==> config.mk <==
export PLATFORM = sky130hd
export DESIGN_NAME = sevenseg_scan
export DESIGN_NICKNAME = d
export VERILOG_FILES = /design/src/rtl/sevenseg_scan.sv
export SDC_FILE = /design/constraint.sdc
export NUM_CORES = 1
export LEC_CHECK = 0
export BUFFER_PORTS_ARGS = -buffer_cell sky130_fd_sc_hd__clkbuf_2
export CAP_MARGIN = 20
export CORE_UTILIZATION = 52
export CTS_CLUSTER_SIZE = 20
export DETAILED_ROUTE_END_ITERATION = 16
export PLACE_DENSITY = 0.8
export SLEW_MARGIN = 10
export SYNTH_ARGS = -nofsm -noshare
export SYNTH_HDL_FRONTEND = slang
export SYNTH_SLANG_ARGS = --single-unit
==> constraint.sdc <==
create_clock -name clk_i -period 2.6 [get_ports clk_i]
set_input_delay 0.26 -clock clk_i [delete_from_list [all_inputs] [get_ports clk_i]]
set_output_delay 0.26 -clock clk_i [all_outputs]
set_load 0.05 [all_outputs]
==> src/rtl/sevenseg_scan.sv <==
// -----------------------------------------------------------------------------
// sevenseg_scan
//
// Multiplexed hex seven-segment display driver. The scan advances one digit on
// every rising edge of the scan-enable level from the clock-enable generator.
// Display data is double-buffered: a capture made mid-frame waits in a staging
// register and is copied to the visible shadow register at the next frame wrap.
// This way a frame never shows a mix of old and new digits.
//
// Parameters
//   DIGITS      number of multiplexed digits (2..8)
//   ACTIVE_LOW  1 = an/seg/dp inverted at the output register (common anode)
//
// Ports
//   clk_i          system clock
//   rst_i          synchronous active-high reset
//   cke_i          scan-enable level; only its rising edge is used
//   en_i           display enable; low forces the idle (blank) state
//   load_i         capture request for value_i / dp_in_i
//   value_i        hex nibbles, digit i = value_i[4i+3:4i], digit 0 rightmost
//   dp_in_i        decimal point per digit
//   blank_lz_i     leading-zero blanking enable
//   an_o           one-hot digit select
//   seg_o          segments, seg_o[0]=a .. seg_o[6]=g
//   dp_o           decimal point of the selected digit
//   frame_done_o   single-cycle pulse after the scan wraps to digit 0
// -----------------------------------------------------------------------------
module sevenseg_scan #(
  parameter int DIGITS     = 4,
  parameter bit ACTIVE_LOW = 1'b1
) (
  input  logic                  clk_i,
  input  logic                  rst_i,
  input  logic                  cke_i,
  input  logic                  en_i,
  input  logic                  load_i,
  input  logic [4*DIGITS-1:0]   value_i,
  input  logic [DIGITS-1:0]     dp_in_i,
  input  logic                  blank_lz_i,
  output logic [DIGITS-1:0]     an_o,
  output logic [6:0]            seg_o,
  output logic                  dp_o,
  output logic                  frame_done_o
);

  localparam int IW = (DIGITS > 1) ? $clog2(DIGITS) : 1;
  // A display image is {nibbles, decimal points}; dp bits sit in the low end.
  localparam int SW = 5 * DIGITS;
  localparam logic [IW-1:0]     LAST   = IW'(DIGITS - 1);
  localparam logic [DIGITS-1:0] AN_OFF = {DIGITS{ACTIVE_LOW}};
  localparam logic [6:0]        SEG_OFF = {7{ACTIVE_LOW}};
  localparam logic              DP_OFF = ACTIVE_LOW;

  typedef enum logic {
    IDLE = 1'b0,
    SCAN = 1'b1
  } state_e;

  state_e            state_q;
  logic [IW-1:0]     idx_q, idx_d;
  logic              cke_q;
  logic [SW-1:0]     shadow_q, shadow_d;
  logic [SW-1:0]     staged_q, staged_d;
  logic              pending_q, pending_d;
  logic [DIGITS-1:0] an_q;
  logic [6:0]        seg_q;
  logic              dp_q;
  logic              frame_done_q;

  logic              step;
  logic              wrap;
  logic [SW-1:0]     capture;

  logic [3:0]        nibble;
  logic              dpBit;
  logic              upperNonZero;
  logic              blank;
  logic [DIGITS-1:0] onehot;
  logic [6:0]        segRaw;

  // Active-high hex decode, bit order g..a.
  function automatic logic [6:0] hexDecode(input logic [3:0] n);
    logic [6:0] s;
    case (n)
      4'h0: s = 7'b0111111;
      4'h1: s = 7'b0000110;
      4'h2: s = 7'b1011011;
      4'h3: s = 7'b1001111;
      4'h4: s = 7'b1100110;
      4'h5: s = 7'b1101101;
      4'h6: s = 7'b1111101;
      4'h7: s = 7'b0000111;
      4'h8: s = 7'b1111111;
      4'h9: s = 7'b1101111;
      4'hA: s = 7'b1110111;
      4'hB: s = 7'b1111100;
      4'hC: s = 7'b0111001;
      4'hD: s = 7'b1011110;
      4'hE: s = 7'b1111001;
      default: s = 7'b1110001;
    endcase
    return s;
  endfunction

  // Edge detect, wrap detect, double-buffer bookkeeping and next digit index.
  // A capture goes straight to the shadow only when it cannot tear a frame:
  // in IDLE, or on the wrap step itself. Disabling the display still stages
  // a capture so it is not lost, and the stage is applied at a later wrap.
  always_comb begin
    step      = cke_i & ~cke_q;
    wrap      = (state_q == SCAN) & en_i & step & (idx_q == LAST);
    capture   = {value_i, dp_in_i};
    shadow_d  = shadow_q;
    staged_d  = staged_q;
    pending_d = pending_q;
    if (load_i) begin
      if (!en_i || ((state_q == SCAN) && !wrap)) begin
        staged_d  = capture;
        pending_d = 1'b1;
      end else begin
        shadow_d  = capture;
        pending_d = 1'b0;
      end
    end else if (wrap && pending_q) begin
      shadow_d  = staged_q;
      pending_d = 1'b0;
    end

    idx_d = idx_q;
    if (!en_i) begin
      idx_d = '0;
    end else if (step) begin
      // Compare-based wrap so non-power-of-two digit counts work.
      if ((state_q == IDLE) || (idx_q == LAST)) begin
        idx_d = '0;
      end else begin
        idx_d = idx_q + 1'b1;
      end
    end
  end

  // Pattern for the digit that becomes visible after this edge. It is built
  // from the next-state shadow so a wrap-time update shows on digit 0 of the
  // new frame immediately. A digit is blanked when it and every digit to its
  // left are zero; digit 0 always shows so a zero value still reads "0".
  always_comb begin
    nibble       = 4'h0;
    dpBit        = 1'b0;
    upperNonZero = 1'b0;
    onehot       = '0;
    for (int i = 0; i < DIGITS; i++) begin
      if (idx_d == IW'(i)) begin
        nibble    = shadow_d[DIGITS + 4*i +: 4];
        dpBit     = shadow_d[i];
        onehot[i] = 1'b1;
      end
      if (IW'(i) >= idx_d) begin
        upperNonZero = upperNonZero | (|shadow_d[DIGITS + 4*i +: 4]);
      end
    end
    blank  = blank_lz_i & (idx_d != '0) & ~upperNonZero;
    segRaw = blank ? 7'd0 : hexDecode(nibble);
  end

  // Scan state machine with registered display outputs. Outputs change only
  // on a step (or when the display is disabled), so they hold between steps.
  always_ff @(posedge clk_i) begin
    if (rst_i) begin
      state_q      <= IDLE;
      idx_q        <= '0;
      cke_q        <= 1'b0;
      shadow_q     <= '0;
      staged_q     <= '0;
      pending_q    <= 1'b0;
      an_q         <= AN_OFF;
      seg_q        <= SEG_OFF;
      dp_q         <= DP_OFF;
      frame_done_q <= 1'b0;
    end else begin
      cke_q        <= cke_i;
      idx_q        <= idx_d;
      shadow_q     <= shadow_d;
      staged_q     <= staged_d;
      pending_q    <= pending_d;
      frame_done_q <= wrap;
      case (state_q)
        IDLE: begin
          if (en_i && step) begin
            state_q <= SCAN;
            an_q    <= onehot ^ AN_OFF;
            seg_q   <= segRaw ^ SEG_OFF;
            dp_q    <= dpBit ^ DP_OFF;
          end else begin
            an_q    <= AN_OFF;
            seg_q   <= SEG_OFF;
            dp_q    <= DP_OFF;
          end
        end
        SCAN: begin
          if (!en_i) begin
            state_q <= IDLE;
            an_q    <= AN_OFF;
            seg_q   <= SEG_OFF;
            dp_q    <= DP_OFF;
          end else if (step) begin
            an_q    <= onehot ^ AN_OFF;
            seg_q   <= segRaw ^ SEG_OFF;
            dp_q    <= dpBit ^ DP_OFF;
          end
        end
        default: begin
          state_q <= IDLE;
        end
      endcase
    end
  end

  assign an_o         = an_q;
  assign seg_o        = seg_q;
  assign dp_o         = dp_q;
  assign frame_done_o = frame_done_q;

endmodule
==> results.py, run 1 <==
metrics = {
    "global_routing": {
        "grt_pass1_vias": 3215,
        "antenna_found_initial": 0,
        "grt_max_degree": 27,
        "grtUsageTotal": 0.311,
        "grt_pass1_wl_mm": 15.3,
        "grt_overflow": 0,
    },
    "placement": {
        "dpl.cell_count": 511,
        "place_worst_setup_slack_ns": -0.177,
        "post-dp-hpwl_mm": 6.23,
        "gp_congestion": 0.933,
        "numPortBuffers": 38,
    },
    "clocking": {
        "cts_max_level": 3,
        "hold_buffers": 0,
        "clk-insertion-delay-late_ns": 0.35,
        "cts_tree": "done",
        "clockBufferDepth": 2,
        "cts_made_buffers": 9,
        "cts_root_buffer": "clkbuf_8",
        "clk_pin_slew_ns": 0.07,
        "clock_sinks": 58,
    },
    "worst_setup_path": {
        "critical_path.slowest_cell": "a311oi_2",
        "start_kind": "flip-flop",
        "crit_buf_inv": 1,
        "critPathCaptureType": "flip-flop",
        "crit_required_ns": 2.83,
        "max_stage_delay_ns": 0.42,
        "critPathTopFamily": "compound AO/OA/AOI/OAI gates",
        "crit_fanout": 3,
        "cp_cell_sequence": "ha_4, nand4b_1, o2bb2ai_2, nand3_1, buf_4, a311oi_2, nor4_4, and2_4, a22o_1, o32a_1",
        "critical_path_class": "reg2reg",
        "worst-endpoint-arrival_ns": 2.95,
    },
    "sta": {
        "hold_violations": 0,
        "layout_min_cycle_time_ns": 2.71,
        "tns_ns": -0.617,
        "clock-skew-final_ns": 0.00859,
        "max_freq_ghz": 0.369,
        "worst_slack_ns": -0.112,
        "final-setup-viol-count": 7,
        "rsz0062_at_grt": "yes",
        "maxSlewViolCount": 0,
        "finalCritPeriodShare": 1.04,
        "hold-worst-slack_ns": 0.162,
        "slew_headroom": 0.658,
        "worst_pin_slew_ns": 0.513,
    },
    "worst_hold_path": {
        "hp-class": "in2reg",
    },
    "floorplan": {
        "initial_core_util": 0.544,
        "die_y_um": 80.9,
        "die_w_um": 80.9,
        "rows": 28,
        "io_pins": 39,
        "fp.coreArea_um2": 5960,
        "dieArea_um2": 6550,
    },
    "detailed_routing": {
        "drt_iter0_drc": 376,
        "vias_per_cell": 6.36,
        "drc": 0,
        "first_pass_iters": 5,
        "dr_total_vias": 3470,
        "postRouteAntennaNets": 0,
        "drt_wl_total_mm": 10.4,
        "post_drt_wl_per_cell_um": 19.1,
    },
    "synth": {
        "synthCells": 373,
        "synth_area_um2": 3240,
        "synthesis.nets": 406,
        "yosys_most_used_dff": "dfxtp_1",
        "avgSynthCellArea_um2": 8.68,
        "seq_area_frac_synth": 0.359,
        "synth_cell_types": 64,
        "post-synth-top-area-cell": "dfxtp_1",
        "yosys_warnings": 0,
        "synth_area_leaders": "dfxtp_1, mux2i_1, nor2_1",
        "synth-seq-cells": 58,
        "synth_top_area_frac": 0.359,
        "async_flop_share": 0,
        "synth_edf_count": 0,
    },
    "power_and_ir_drop": {
        "power_w": 0.00234,
        "power_leakage_nw": 1.95,
        "ir_drop_v": 0.000527,
        "power_density_nw_per_um2": 531,
    },
    "layout": {
        "final_nets": 500,
        "area_growth_pct": 36.4,
        "drive_above_1_share": 0.406,
        "antenna_cells": 0,
        "final_cell_count_no_fill": 546,
    },
    "job": {
        "max_cap_viol_count": 0,
    },
    "status": {
        "violations": "negative setup slack",
        "status": "finished, violations left",
    },
}
where the power goes:
part	internal [W]	switching (W)
Combinational	0.000225	0.000277
Clock	0.000515	0.000357
Sequential	0.000937	0.0000336
cells by family (layout without fill, tap and decap cells):
kind of cell	after synthesis	in the layout	share of synthesized area
AOI/OAI and AO/OA	97	97	0.232
adders and majority gates	7	7	0.0270
buffers and inverters	37	130	0.0672
DFF	58	58	0.359
muxes	23	23	0.0750
and+or+nand+nor	151	156	0.240
final cells by class:
cell class	count	area [um2]
Clock buffer	13	169
Inverter	7	28.8
Multi-Input combinational cell	283	2150
Timing Repair Buffer	108	777
Sequential cell	58	1160
Fill cell	394	1540
Clock inverter	2	35.0
Tap cell	75	93.8
metrics by stage:
stage,utilization,cell area (um2)
floorplan,-,3240
global placement,0.638,3800
finish,0.742,4420
CTS,0.697,4150
detailed placement,0.638,3800
global route,0.742,4420
worst paths after layout:
| path | cells after the start | slack (ns) | to | start |
|---|---|---|---|---|
| max reg2reg | 10 | -0.11 | seg_o[0]$_SDFFE_PP1P_ | idx_q[0]$_SDFF_PP0_ |
| min | 3 | 0.16 | staged_q[4]$_SDFFE_PP0P_ | value_i[0] |
| min reg2reg | 2 | 0.46 | staged_q[12]$_SDFFE_PP0P_ | staged_q[12]$_SDFFE_PP0P_ |
| max | 10 | -0.11 | seg_o[0]$_SDFFE_PP1P_ | idx_q[0]$_SDFF_PP0_ |
tightest hold or removal path: cells and delay by family:
family,cells,cell delay [ns]
simple gates,1,0.06
compound gates,1,0.05
buf+inv,1,0.09
placed cells by master, fill, tap and decap left out, types with 4 or more instances in the layout:
master	Yosys	final
nor3_1	5	5
clkbuf_8	0	12
buf_12	0	4
nand2_1	41	39
a21oi_1	14	13
a211o_1	4	4
a311oi_1	6	4
buf_4	2	63
inv_1	7	5
clkbuf_2	0	38
nand3_1	16	16
nor2_1	43	41
o21ai_0	4	4
a21o_1	6	6
a31o_2	7	7
nor2b_1	4	4
mux2i_1	22	22
ha_2	0	4
a211oi_1	19	9
dfxtp_1	58	55
and2_4	2	5
a211oi_2	2	9
and3_1	16	15
routing by layer:
metal,up-vias,global-route usage,part of all wire
met5,-,0,0
met4,0,0.130,0.042
met3,54,0.0978,0.088
met2,229,0.506,0.48
met1,1621,0.377,0.39
li1,1566,-,-
cell usage after synthesis, types with 7 or more instances:
master    number
nand3_1       16
inv_1          7
ha_1           7
a21oi_1       14
nand2_1       41
buf_6          7
a31o_2         7
and3_1        16
nor2_1        43
dfxtp_1       58
a211oi_1      19
clkbuf_1      10
mux2i_1       22
state kept, by name, summed over array words and instances (netlist names), 2 cells and up:
signal    cells
an_o          4
idx_q         2
seg_o         7
shadow_q     20
staged_q     20
what timing repair did:
action | in CTS | in global routing
setup endpoints to repair | 7 | 7
pin swaps | 7 | 16
resized for setup | 22 | 34
gates cloned | 4 | 1
setup buffers | 4 | 12
No activity file was read; power rests on OpenSTA's default activity.
==> run 2: changes to the inputs <==
Settings changed: CORE_MARGIN set to 3, CTS_BUF_LIST set to sky130_fd_sc_hd__clkbuf_16, SKIP_LAST_GASP set to 1.
==> run 2 against run 1 <==
Hold slack gained 0.017 ns. Worst setup slack lost 0.12 ns. Critical path type unchanged. Largest power group is now the clock network. Clock power grew 47%. Critical endpoint is now seg_o[4]$_SDFFE_PP1P_. Cell count shrank 0.18%. Global-route usage shrank 1.9 points. The flow still finishes with violations (negative setup slack). Combinational power grew 7.2%.
==> results.py, run 2 (synthesized netlist as in run 1, its figures left out) <==
metrics = {
    "status": {
        "status": "finished, violations left",
        "violations": "negative setup slack",
    },
    "global_routing": {
        "grt_pass1_wl_mm": 16.8,
        "grt_pass1_vias": 3452,
        "grt_max_degree": 39,
        "grtUsageTotal": 0.292,
        "antenna_found_initial": 0,
        "grt_overflow": 0,
    },
    "worst_setup_path": {
        "critical_path_class": "reg2reg",
        "critPathCaptureType": "flip-flop",
        "crit_fanout": 5,
        "cp_cell_sequence": "ha_4, nand4b_4, and2_4, buf_4, buf_12, mux2i_4, a21o_1, a41oi_2, o311ai_2, or2_4, o32a_1",
        "max_stage_delay_ns": 0.35,
        "critical_path.slowest_cell": "dfxtp_2",
        "start_kind": "flip-flop",
        "worst-endpoint-arrival_ns": 3.04,
        "crit_buf_inv": 2,
        "critPathTopFamily": "compound AO/OA/AOI/OAI gates",
        "crit_required_ns": 2.81,
    },
    "clocking": {
        "clockBufferDepth": 2,
        "clk_pin_slew_ns": 0.06,
        "clk-insertion-delay-late_ns": 0.33,
        "cts_root_buffer": "clkbuf_16",
        "cts_made_buffers": 9,
        "clock_sinks": 58,
        "cts_max_level": 3,
        "cts_tree": "done",
    },
    "floorplan": {
        "dieArea_um2": 7210,
        "io_pins": 39,
        "die_y_um": 84.9,
        "initial_core_util": 0.541,
        "rows": 28,
        "fp.coreArea_um2": 5990,
        "die_w_um": 84.9,
    },
    "layout": {
        "final_nets": 498,
        "antenna_cells": 0,
        "layout_commonest_cell": "buf_4",
        "area_growth_pct": 41.6,
        "drive_above_1_share": 0.409,
        "nFillCells": 379,
        "final_cell_mix": "buf_4, dfxtp_1, nand2_1",
    },
    "sta": {
        "clock-skew-final_ns": 0.00476,
        "tns_ns": -1.32,
        "final-setup-viol-count": 7,
        "worst_slack_ns": -0.229,
        "maxSlewViolCount": 0,
        "finalCritPeriodShare": 1.09,
        "hold-worst-slack_ns": 0.179,
        "hold_violations": 0,
        "rsz0062_at_grt": "yes",
        "max_freq_ghz": 0.353,
        "worst_pin_slew_ns": 0.474,
        "layout_min_cycle_time_ns": 2.83,
        "slew_headroom": 0.684,
    },
    "detailed_routing": {
        "drt_iter0_drc": 403,
        "dr_total_vias": 3557,
        "vias_per_cell": 6.53,
        "postRouteAntennaNets": 0,
        "drc": 0,
        "drt_wl_total_mm": 11.9,
        "post_drt_wl_per_cell_um": 21.8,
        "first_pass_iters": 5,
    },
    "worst_hold_path": {
        "hp-class": "in2reg",
    },
    "power_and_ir_drop": {
        "power_w": 0.00279,
        "power_leakage_nw": 2.00,
        "power_density_nw_per_um2": 608,
        "ir_drop_v": 0.000413,
    },
    "job": {
        "max_cap_viol_count": 0,
    },
    "placement": {
        "numPortBuffers": 38,
        "place_worst_setup_slack_ns": -0.129,
        "gp_congestion": 0.943,
        "post-dp-hpwl_mm": 6.61,
    },
}
-- run 2: changes by cell type in the layout (fill, tap and decap cells not counted), sizes merged --
cell      before  now
clkinvlp       0    2
nand2         44   43
clkinv         1    2
and2           5    3
and3          19   18
inv            7    8
buf           70   72
bufinv         1    2
clkbuf        51   47
-- run 2: area by class of cell --
class,instances,area (um2),area share
Clock buffer,9,225,0.0491
Clock inverter,7,92.6,0.0202
Inverter,7,26.3,0.00573
Multi-Input combinational cell,279,2170,0.474
Sequential cell,58,1170,0.254
Tap cell,75,93.8,0.0205
Timing Repair Buffer,110,807,0.176
-- run 2: worst reg2reg max path, delay by kind of cell (launching register included) --
family / cells / cell delay (ns)
AO/OA/AOI/OAI: 4 / 0.98
AND/OR/NAND/NOR: 3 / 0.71
flip-flops: 1 / 0.35
buffers and inverters: 2 / 0.29
adder cells (fa/ha/maj): 1 / 0.20
multiplexers: 1 / 0.18
-- run 2: power breakdown --
part	internal [W]	switching, W
Combinational	0.000238	0.000299
Sequential	0.000938	0.0000365
Clock	0.000836	0.000440
-- run 2: metrics by stage --
stage | area, um2 | utilization | std cells
finish | 4590 | 0.765 | 545
global route | 4590 | 0.765 | 545
CTS | 4360 | 0.728 | 538
detailed placement | 3790 | 0.633 | 512
floorplan | 3240 | - | 373
global placement | 3790 | 0.633 | 512
-- run 2: worst paths after layout --
kind                                                 from                   endpoint  slack (ns)  depth (start not counted)
worst min register to register  staged_q[11]$_SDFFE_PP0P_  staged_q[11]$_SDFFE_PP0P_        0.45                          2
worst min-delay path                           value_i[3]   staged_q[7]$_SDFFE_PP0P_        0.18                          3
worst max register to register        idx_q[1]$_SDFF_PP0_      seg_o[4]$_SDFFE_PP1P_       -0.23                         11
worst max-delay path                  idx_q[1]$_SDFF_PP0_      seg_o[4]$_SDFFE_PP1P_       -0.23                         11
-- run 2: layer usage --
metal,track usage,share of wire,routed length (um),up-vias
met4,0.150,0.066,784,0
met1,0.351,0.38,4530,1713
met3,0.0641,0.078,931,76
li1,-,-,-,1550
met2,0.491,0.47,5630,218
met5,0,0,0,-
-- run 2: what timing repair did --
item / in CTS / in global routing
hold buffers: 0 / 0
endpoints found under the setup margin: 7 / 7
pin swaps: 11 / 15
setup buffers: 9 / 7
gates resized for setup: 35 / 33
gates cloned: 1 / 0
